$ cat config.mk
export PLATFORM = sky130hd
export DESIGN_NAME = ucsbece154b_branch_predictor
export DESIGN_NICKNAME = d
export VERILOG_FILES = /design/src/rtl/ucsbece154b_branch_predictor_pkg.sv /design/src/rtl/ucsbece154b_sat_counter2.sv /design/src/rtl/ucsbece154b_branch_predictor.sv
export SDC_FILE = /design/constraint.sdc
export NUM_CORES = 2
export LEC_CHECK = 0
export BUFFER_PORTS_ARGS = -buffer_cell sky130_fd_sc_hd__buf_4
export CAP_MARGIN = 0
export CORE_MARGIN = 4
export CORE_UTILIZATION = 55
export CTS_CLUSTER_SIZE = 28
export DETAILED_ROUTE_END_ITERATION = 10
export PLACE_DENSITY_LB_ADDON = 0.08
export SLEW_MARGIN = 20
export SYNTH_ARGS = -nofsm -noshare
export SYNTH_HDL_FRONTEND = slang
export SYNTH_SLANG_ARGS = --single-unit
$ cat constraint.sdc
create_clock -name clk -period 4.2 [get_ports clk]
set_clock_uncertainty 0.15 [all_clocks]
set_input_delay 0.42 -clock clk [delete_from_list [all_inputs] [get_ports clk]]
set_output_delay 0.42 -clock clk [all_outputs]
set_load 0.01 [all_outputs]
$ cat src/rtl/ucsbece154b_branch_predictor_pkg.sv
// ucsbece154b_branch_predictor_pkg: shared BTB/GHR widths, PHT reset value and 2-bit counter encodings
package ucsbece154b_branch_predictor_pkg;
  localparam int BTB_ENTRIES = 32;
  localparam int GHR_BITS = 5;
  localparam int IDX_W = $clog2(BTB_ENTRIES);
  localparam int TAG_W = 30 - IDX_W;
  typedef enum logic [1:0] {
    CTR_SNT = 2'b00,
    CTR_WNT = 2'b01,
    CTR_WT  = 2'b10,
    CTR_ST  = 2'b11
  } ctr_t;
  localparam ctr_t PHT_RESET = CTR_WNT;
endpackage

$ cat src/rtl/ucsbece154b_sat_counter2.sv
// ucsbece154b_sat_counter2: 2-bit saturating up/down counter, async reset to weakly not-taken
//   clk, reset_n (async, active-low); en: count this cycle; up: +1 when set, -1 otherwise; q: counter state
module ucsbece154b_sat_counter2
  import ucsbece154b_branch_predictor_pkg::*;
(
  input  logic clk,
  input  logic reset_n,
  input  logic en,
  input  logic up,
  output ctr_t q
);
  always_ff @(posedge clk or negedge reset_n)
    if (!reset_n) q <= PHT_RESET;
    else if (en) q <= up ? (q == CTR_ST ? CTR_ST : ctr_t'(q + 2'd1))
                         : (q == CTR_SNT ? CTR_SNT : ctr_t'(q - 2'd1));
endmodule

$ cat src/rtl/ucsbece154b_branch_predictor.sv
// ucsbece154b_branch_predictor: fetch-stage direct-mapped BTB plus gshare PHT, trained from Execute
//   Fetch:   PCF_i -> BranchTakenF_o, BTBtargetF_o, PHTindexF_o (combinational lookup)
//   Execute: PCE_i, BranchE_i, JumpE_i, BranchTakenE_i, BranchTargetE_i, PHTindexE_i (posedge training)
//   clk, reset_n (async, active-low)
module ucsbece154b_branch_predictor
  import ucsbece154b_branch_predictor_pkg::*;
#(
  parameter int NUM_BTB_ENTRIES = BTB_ENTRIES,
  parameter int NUM_GHR_BITS = GHR_BITS
) (
  input  logic                    clk,
  input  logic                    reset_n,
  input  logic [31:0]             PCF_i,
  output logic                    BranchTakenF_o,
  output logic [31:0]             BTBtargetF_o,
  output logic [NUM_GHR_BITS-1:0] PHTindexF_o,
  input  logic [31:0]             PCE_i,
  input  logic                    BranchE_i,
  input  logic                    JumpE_i,
  input  logic                    BranchTakenE_i,
  input  logic [31:0]             BranchTargetE_i,
  input  logic [NUM_GHR_BITS-1:0] PHTindexE_i
);
  localparam int IDXW = $clog2(NUM_BTB_ENTRIES);
  localparam int TAGW = 30 - IDXW;
  localparam int PHT_N = 2 ** NUM_GHR_BITS;
  if (NUM_GHR_BITS > 30 || IDXW > 30) begin : g_bad_width
    $error("branch predictor: NUM_GHR_BITS and index width must not exceed 30");
  end
  logic [NUM_BTB_ENTRIES-1:0] valid_q;
  logic [TAGW-1:0]            tag_q    [NUM_BTB_ENTRIES];
  logic [31:0]                target_q [NUM_BTB_ENTRIES];
  logic [NUM_BTB_ENTRIES-1:0] jump_q;
  logic [NUM_BTB_ENTRIES-1:0] branch_q;
  logic [NUM_GHR_BITS-1:0]    ghr_q;
  ctr_t                       pht [PHT_N];
  logic [IDXW-1:0] idx_f, idx_e;
  logic [TAGW-1:0] tag_f, tag_e;
  logic            hit, train;
  logic            unused_pc_lsbs;
  assign unused_pc_lsbs = ^{PCF_i[1:0], PCE_i[1:0]};
  assign idx_f = PCF_i[2 +: IDXW];
  assign tag_f = PCF_i[31 -: TAGW];
  assign idx_e = PCE_i[2 +: IDXW];
  assign tag_e = PCE_i[31 -: TAGW];
  assign train = BranchE_i | JumpE_i;
  assign hit = valid_q[idx_f] & (tag_q[idx_f] == tag_f);
  assign PHTindexF_o = PCF_i[2 +: NUM_GHR_BITS] ^ ghr_q;
  assign BranchTakenF_o = hit & (jump_q[idx_f] | (branch_q[idx_f] & pht[PHTindexF_o][1]));
  assign BTBtargetF_o = hit ? target_q[idx_f] : 32'b0;
  // Only the valid bits need reset; stale tag/target/type contents are masked by them.
  always_ff @(posedge clk or negedge reset_n)
    if (!reset_n) valid_q <= '0;
    else if (train) valid_q[idx_e] <= 1'b1;
  always_ff @(posedge clk)
    if (train) begin
      tag_q[idx_e] <= tag_e;
      target_q[idx_e] <= BranchTargetE_i;
      jump_q[idx_e] <= JumpE_i;
      branch_q[idx_e] <= BranchE_i;
    end
  // History is non-speculative: shifted only when a conditional branch resolves in Execute.
  always_ff @(posedge clk or negedge reset_n)
    if (!reset_n) ghr_q <= '0;
    else if (BranchE_i) ghr_q <= NUM_GHR_BITS'({ghr_q, BranchTakenE_i});
  for (genvar g = 0; g < PHT_N; g++) begin : g_pht
    ucsbece154b_sat_counter2 u_ctr (
      .clk     (clk),
      .reset_n (reset_n),
      .en      (BranchE_i && (PHTindexE_i == NUM_GHR_BITS'(g))),
      .up      (BranchTakenE_i),
      .q       (pht[g])
    );
  end
endmodule
Word-level counts from Yosys, hierarchy flattened
Memories as Yosys holds them, arrays and structs flattened.
Cells that the tools add are included.
{"block": "word_totals", "memories": 2, "ramBits": 1824, "out_inout_bits": 38, "elab_cells": 356, "in_bits": 106, "register_bits": 165}
{"name": "target_q", "depth": 32, "word_bits": 32, "rd": 1, "rd_clocked_by_memory_dff": 0, "write_ports": 1, "line": "ucsbece154b_branch_predictor.sv:32", "source": "logic [31:0] target_q [NUM_BTB_ENTRIES];"}
{"name": "tag_q", "depth": 32, "word_bits": 25, "rd": 1, "rd_clocked_by_memory_dff": 0, "write_ports": 1, "line": "ucsbece154b_branch_predictor.sv:31", "source": "logic [TAGW-1:0] tag_q [NUM_BTB_ENTRIES];"}
{"block": "classes", "magnitude_cmp": 4, "n_reduce_logical": 66, "eq_ne": 64, "bitwise_logic": 8, "muxes": 112, "addsub": 64}
{"op": "$mux W2", "count": 98}
{"op": "$eq A5 B5 Y1 const B", "count": 16}
{"op": "$add A2 B1 Y2 const B", "count": 32}
{"op": "$bwmux W32", "count": 2}
{"op": "$eq A2 B2 Y1 const B", "count": 32}
{"op": "$logic_not A2 Y1", "count": 32}
{"op": "$sub A2 B1 Y2 const B", "count": 32}
{"op": "$eq A5 B4 Y1 const B", "count": 8}
{"op": "$logic_and A1 B1 Y1", "count": 33}
{"op": "$mux W32", "count": 1}
{"op": "$or A32 B32 Y32", "count": 1}
{"op": "$eq A25 B25 Y1", "count": 1}
{"op": "$eq A5 B3 Y1 const B", "count": 4}
{"op": "$bmux W1 S5", "count": 3}
{"op": "$lt A5 B6 Y1 const B", "count": 2}
{"op": "$bmux W2 S5", "count": 1}
{"op": "$eq A5 B2 Y1 const B", "count": 2}
{"op": "$ge A6 B6 Y1 const B", "count": 1}
{"op": "$mux W1", "count": 6}
{"op": "$not A5 Y6", "count": 1}
{"op": "$demux W1 S5", "count": 1}
{"op": "$eq A5 B1 Y1 const B", "count": 1}
{"op": "$ge A5 B1 Y1 const B", "count": 1}
{"op": "$logic_not A5 Y1", "count": 1}
{"op": "other kinds (3)", "count": 6}

Longest topological paths before layout
{"block": "logic_depth", "depth_word": 8, "depth_mapped": 17, "depth_no_buf": 8}

Cells and area by module
Synthesis repeated with hierarchy kept, for this count alone.
{"block": "hier_totals", "cells_unflattened": 3615, "area_unflattened_um2": 78622.9}
{"mod": "ucsbece154b_branch_predictor", "cells_per_inst": 3263, "n_inst": 1, "area_per_inst_um2": 74979.4}
{"mod": "ucsbece154b_sat_counter2", "cells_per_inst": 11, "n_inst": 32, "area_per_inst_um2": 113.9}

Worst setup path before layout
OpenSTA, ideal clock, no wires.
{"block": "synth_timing", "kind": "input -> register", "start": "input BranchE_i", "end": "register branch_q[14] (enable)", "cell_stages": 5, "path_buffers": 2, "slack_ns": -0.345, "setup_time_ns": 0.477, "t_arrival_ns": 3.918, "t_required_ns": 3.573, "cell_sequence": "clkbuf_1 > nor2_1 > or3b_2 > clkbuf_1 > nor2_1"}
{"block": "synth_between", "elab_chain_cells": 1}
{"item": "start, declared", "line": "ucsbece154b_branch_predictor.sv:18", "source": "input logic BranchE_i,"}
{"item": "$or A1 B1 Y1", "line": "ucsbece154b_branch_predictor.sv:46", "source": "assign train = BranchE_i | JumpE_i;"}
{"item": "end signal, assigned by index", "line": "ucsbece154b_branch_predictor.sv:60", "source": "branch_q[idx_e] <= BranchE_i;"}
{"item": "end, declared", "line": "ucsbece154b_branch_predictor.sv:34", "source": "logic [NUM_BTB_ENTRIES-1:0] branch_q;"}
Every way passes these cells.
A chain may end at the register's enable or synchronous reset.

Worst setup path after layout
{"block": "layout_timing", "start": "memory tag_q[16][21] (netlist bit)", "end": "output BTBtargetF_o[28]"}
{"block": "layout_between", "elab_chain_cells": 4}
{"item": "start, declared", "line": "ucsbece154b_branch_predictor.sv:31"}
{"item": "$mem_v2 Z32 W25"}
{"item": "$eq A25 B25 Y1", "line": "ucsbece154b_branch_predictor.sv:47", "source": "assign hit = valid_q[idx_f] & (tag_q[idx_f] == tag_f);"}
{"item": "$and A1 B1 Y1", "line": "ucsbece154b_branch_predictor.sv:47"}
{"item": "$mux W32", "line": "ucsbece154b_branch_predictor.sv:50", "source": "assign BTBtargetF_o = hit ? target_q[idx_f] : 32'b0;"}
{"item": "end, declared", "line": "ucsbece154b_branch_predictor.sv:15", "source": "output logic [31:0] BTBtargetF_o,"}
Every way passes these cells.

==> reports/metrics.yaml <==
synthesis:
  synth_flop_cell: "edfxtp_1"
  synth_mux_area_share_pct: 16.4
  synth_area_um2: 78300
  netlist_instances: 3763
  synth_xor_area_share_pct: 0.269
  async_flop_share_pct: 5.08
  seq_area_frac_synth_pct: 75.7
  synth_top_area_share_pct: 72.4
  synthTopCellsByArea: "edfxtp_1 (72%), mux4_2 (13%), mux2i_1 (2.9%)"
  ys_warn_count: 0
  synthAdderAreaFrac_pct: 0
  synth_top_family_by_area: "multiplexers"
  synth-seq-cells: 1989
  synth_top_cell_by_area: "edfxtp_1"
  synth-edff-count: 1888
  synth_compound_area_share_pct: 2.36
  synthSimpleGateAreaFrac_pct: 3.79
  yosysUniqueCellTypes: 62
  postSynthAreaPerCell_um2: 20.8
  syn_nets: 3869
global_routing:
  overflow: 0
  grt_max_degree: 125
  gr-usage-all-layers_pct: 28.0
  antenna_found_initial: 9
  grt_pass1_wl_mm: 295
  grt_pass1_vias: 41100
sta:
  post-route-worst-setup-slack_ns: -0.679
  worst_slew_pin_slew_ns: 0.909
  setup_viol: 33
  drv_slew: 0
  min_period_ns: 4.88
  grt_setup_unrepaired: "yes"
  hold_violations: 0
  hold_ws_ns: 0.0862
  max_slew_margin_pct: 39.4
  finalCritPeriodShare_pct: 116
  fmax_mhz: 205
cts:
  htreeDepth: 4
  cts_buffers: 197
  cts_tree: "built"
  cts_sinks: 1989
  clkTransAtPathRegs_ns: 0.06
  clk_path_buf_depth: 3
  ctsRootBufferMaster: "clkbuf_16"
  insertion_delay_ns: 0.81
finish:
  area_delta_synth_final_pct: 16.7
  multi_input_area_um2: 18300
  final_cells: 6319
  drive_gt1_share_pct: 30.4
  fillers: 9262
  seq_area_um2: 59300
  fin_nets: 4364
power:
  switching_share_pct: 21.4
  pwr-share-seq_pct: 52.8
  pwr-share-clk_pct: 40.8
  p_switching_mw: 9.01
  peakVddDrop_mv: 0.390
  p_int_mw: 33.2
  power_mw: 42.2
  pwr-share-comb_pct: 6.4
  p_leak_nw: 30.3
  cellPowerDensity_nw_per_um2: 462
route:
  wl_mm: 206
  firstDrtPassIters: 6
  vias_per_cell: 6.49
  dr.first_iter.drc_count: 4814
  ant_nets: 0
  dr_total_vias: 41000
  post_drt_wl_per_cell_um: 32.6
  drcViolationCount: 0
outcome:
  violations: "setup timing"
  status: "finished, violations left"
worst_setup_path:
  critPathLaunchType: "flop"
  critPathSlowestCell: "or4b_4"
  path_max_fanout: 5
  arrival_ns: 4.31
  cpPeakStageDelay_ns: 0.66
  crit_required_ns: 3.63
  path_cells: "mux4_2 > mux4_2 > xnor2_2 > o21ai_1 > or4_4 > or4b_4 > buf_12 > buf_12 > nor4b_2 > buf_4"
  reg2reg_slack_ns: 2.54
  crit_path_end_kind: "output port"
  path_class: "flop to output port"
die:
  die_area_um2: 148000
  num_rows: 138
  die_h_um: 385
  dieWidth_um: 385
  start_util_pct: 55.3
  core_area_um2: 141000
  pin_count: 144
placement:
  dpl.cell_count: 5876
  io_buffer_count: 139
  hpwl_mm: 109
  place.gp.congestion: 0.783
hold_path:
  min_path_type: "input pin to flop"
job:
  drv_cap: 0
cell families after synthesis:
family / Yosys count
buffers and inverters: 212
multiplexers: 698
AND/OR/NAND/NOR: 553
AO/OA/AOI/OAI: 287
flip-flops: 1989
XOR/XNOR: 24
stage by stage:
step	worst slack (ns)	setup TNS [ns]	utilization [%]	cell area (um^2)
6_report	-0.679	-20.30	64.6	91300
5_1_grt	-0.829	-24.58	64.6	91300
4_1_cts	-0.835	-24.98	64.4	91100
3_5_place_dp	-0.493	-14.51	59.4	84000
3_3_place_gp	-0.590	-15.40	59.4	84000
2_1_floorplan	-0.345	-208.44	-	78300
per-layer routing:
layer | GRT usage (%) | routed length, um | up-vias
met5 | 0 | 13 | -
met4 | 6.94 | 4550 | 2
met3 | 4.91 | 16900 | 318
met2 | 44.2 | 99300 | 1985
met1 | 41.6 | 85000 | 22100
li1 | - | - | 16600
power by group through the flow:
stage	clock, mW	sequential (mW)	combinational (mW)
after floorplan	0	22.7	1.45
after global placement	0	22.7	2.54
after detailed placement	0	22.7	2.60
after CTS	17.5	22.3	2.69
after global routing	18.4	22.3	2.86
final	17.2	22.3	2.69
layout make-up:
type / instances / area share, %
flip-flops and latches: 1989 / 64.9
multi-input cells: 1562 / 20.1
clock buffers: 237 / 5.60
repair buffers: 490 / 5.40
well taps: 1890 / 2.59
clock inverters: 127 / 1.32
inverters: 18 / 0.0808
diodes: 6 / 0.0164
cells in the final DEF (no fill, tap or decap), drive strengths merged, types with 16 or more instances in the layout:
master,synthesis,final
edfxtp,1888,1888
and2,20,20
a221oi,19,19
bufinv,0,19
clkinv,0,98
nor2,186,186
nand3,44,44
o22ai,17,17
or2,53,53
nand2,100,100
clkbuf,54,238
mux4,465,465
nor2b,16,16
o21ai,36,36
a21oi,94,94
or3,24,24
mux2i,223,223
buf,140,424
inv,18,26
nor4b,32,32
nor3,22,22
dlygate4sd3,0,65
a31oi,21,21
dfstp,32,32
a22oi,70,70
dfrtp,69,69
critical path, delay by kind of cell (launching register included):
family                    cells  cell delay (ns)
AOI/OAI and AO/OA             1             0.08
DFF                           1             0.38
xor gates and xnor gates      1             0.14
muxes                         2             0.98
and+or+nand+nor               3             1.39
buffers and inverters         3             0.52
cell usage after synthesis, types with 24 or more instances:
library cell	n
edfxtp_1	1888
mux4_2	464
mux2i_1	223
nor2_1	186
nand2_1	100
a21oi_1	94
a22oi_1	70
dfrtp_1	69
buf_2	66
or2_2	53
clkbuf_1	51
nand3_1	44
dfstp_2	32
o21ai_0	32
nor4b_2	29
buf_1	27
buf_6	27
or3_1	24
timing repair:
item,CTS,global route
pin swaps,8,19
hold buffers,65,0
hold endpoints to repair,1966,0
gates cloned,0,1
setup endpoints to repair,33,33
gates resized for setup,23,16
setup buffers,4,3
registers in the layout, summed over array words and instances (netlist names):
register,flops
jump_q,32
tag_q,800
target_q,1024
branch_q,32
g_pht.u_ctr.q,64
ghr_q,5
valid_q,32
path summary, 6_finish.rpt:
check                      depth (start not counted)                    to                  from
max                                               10      BTBtargetF_o[28]         tag_q[16][21]
min                                                5  g_pht[14].u_ctr.q[0]        PHTindexE_i[2]
max reg2reg                                        4  g_pht[28].u_ctr.q[0]  g_pht[28].u_ctr.q[0]
min reg2reg                                        1           valid_q[11]           valid_q[11]
max in group asynchronous                          3            valid_q[5]               reset_n
min in group asynchronous                          2   g_pht[3].u_ctr.q[1]               reset_n
Power figures use the tool's default switching activity.
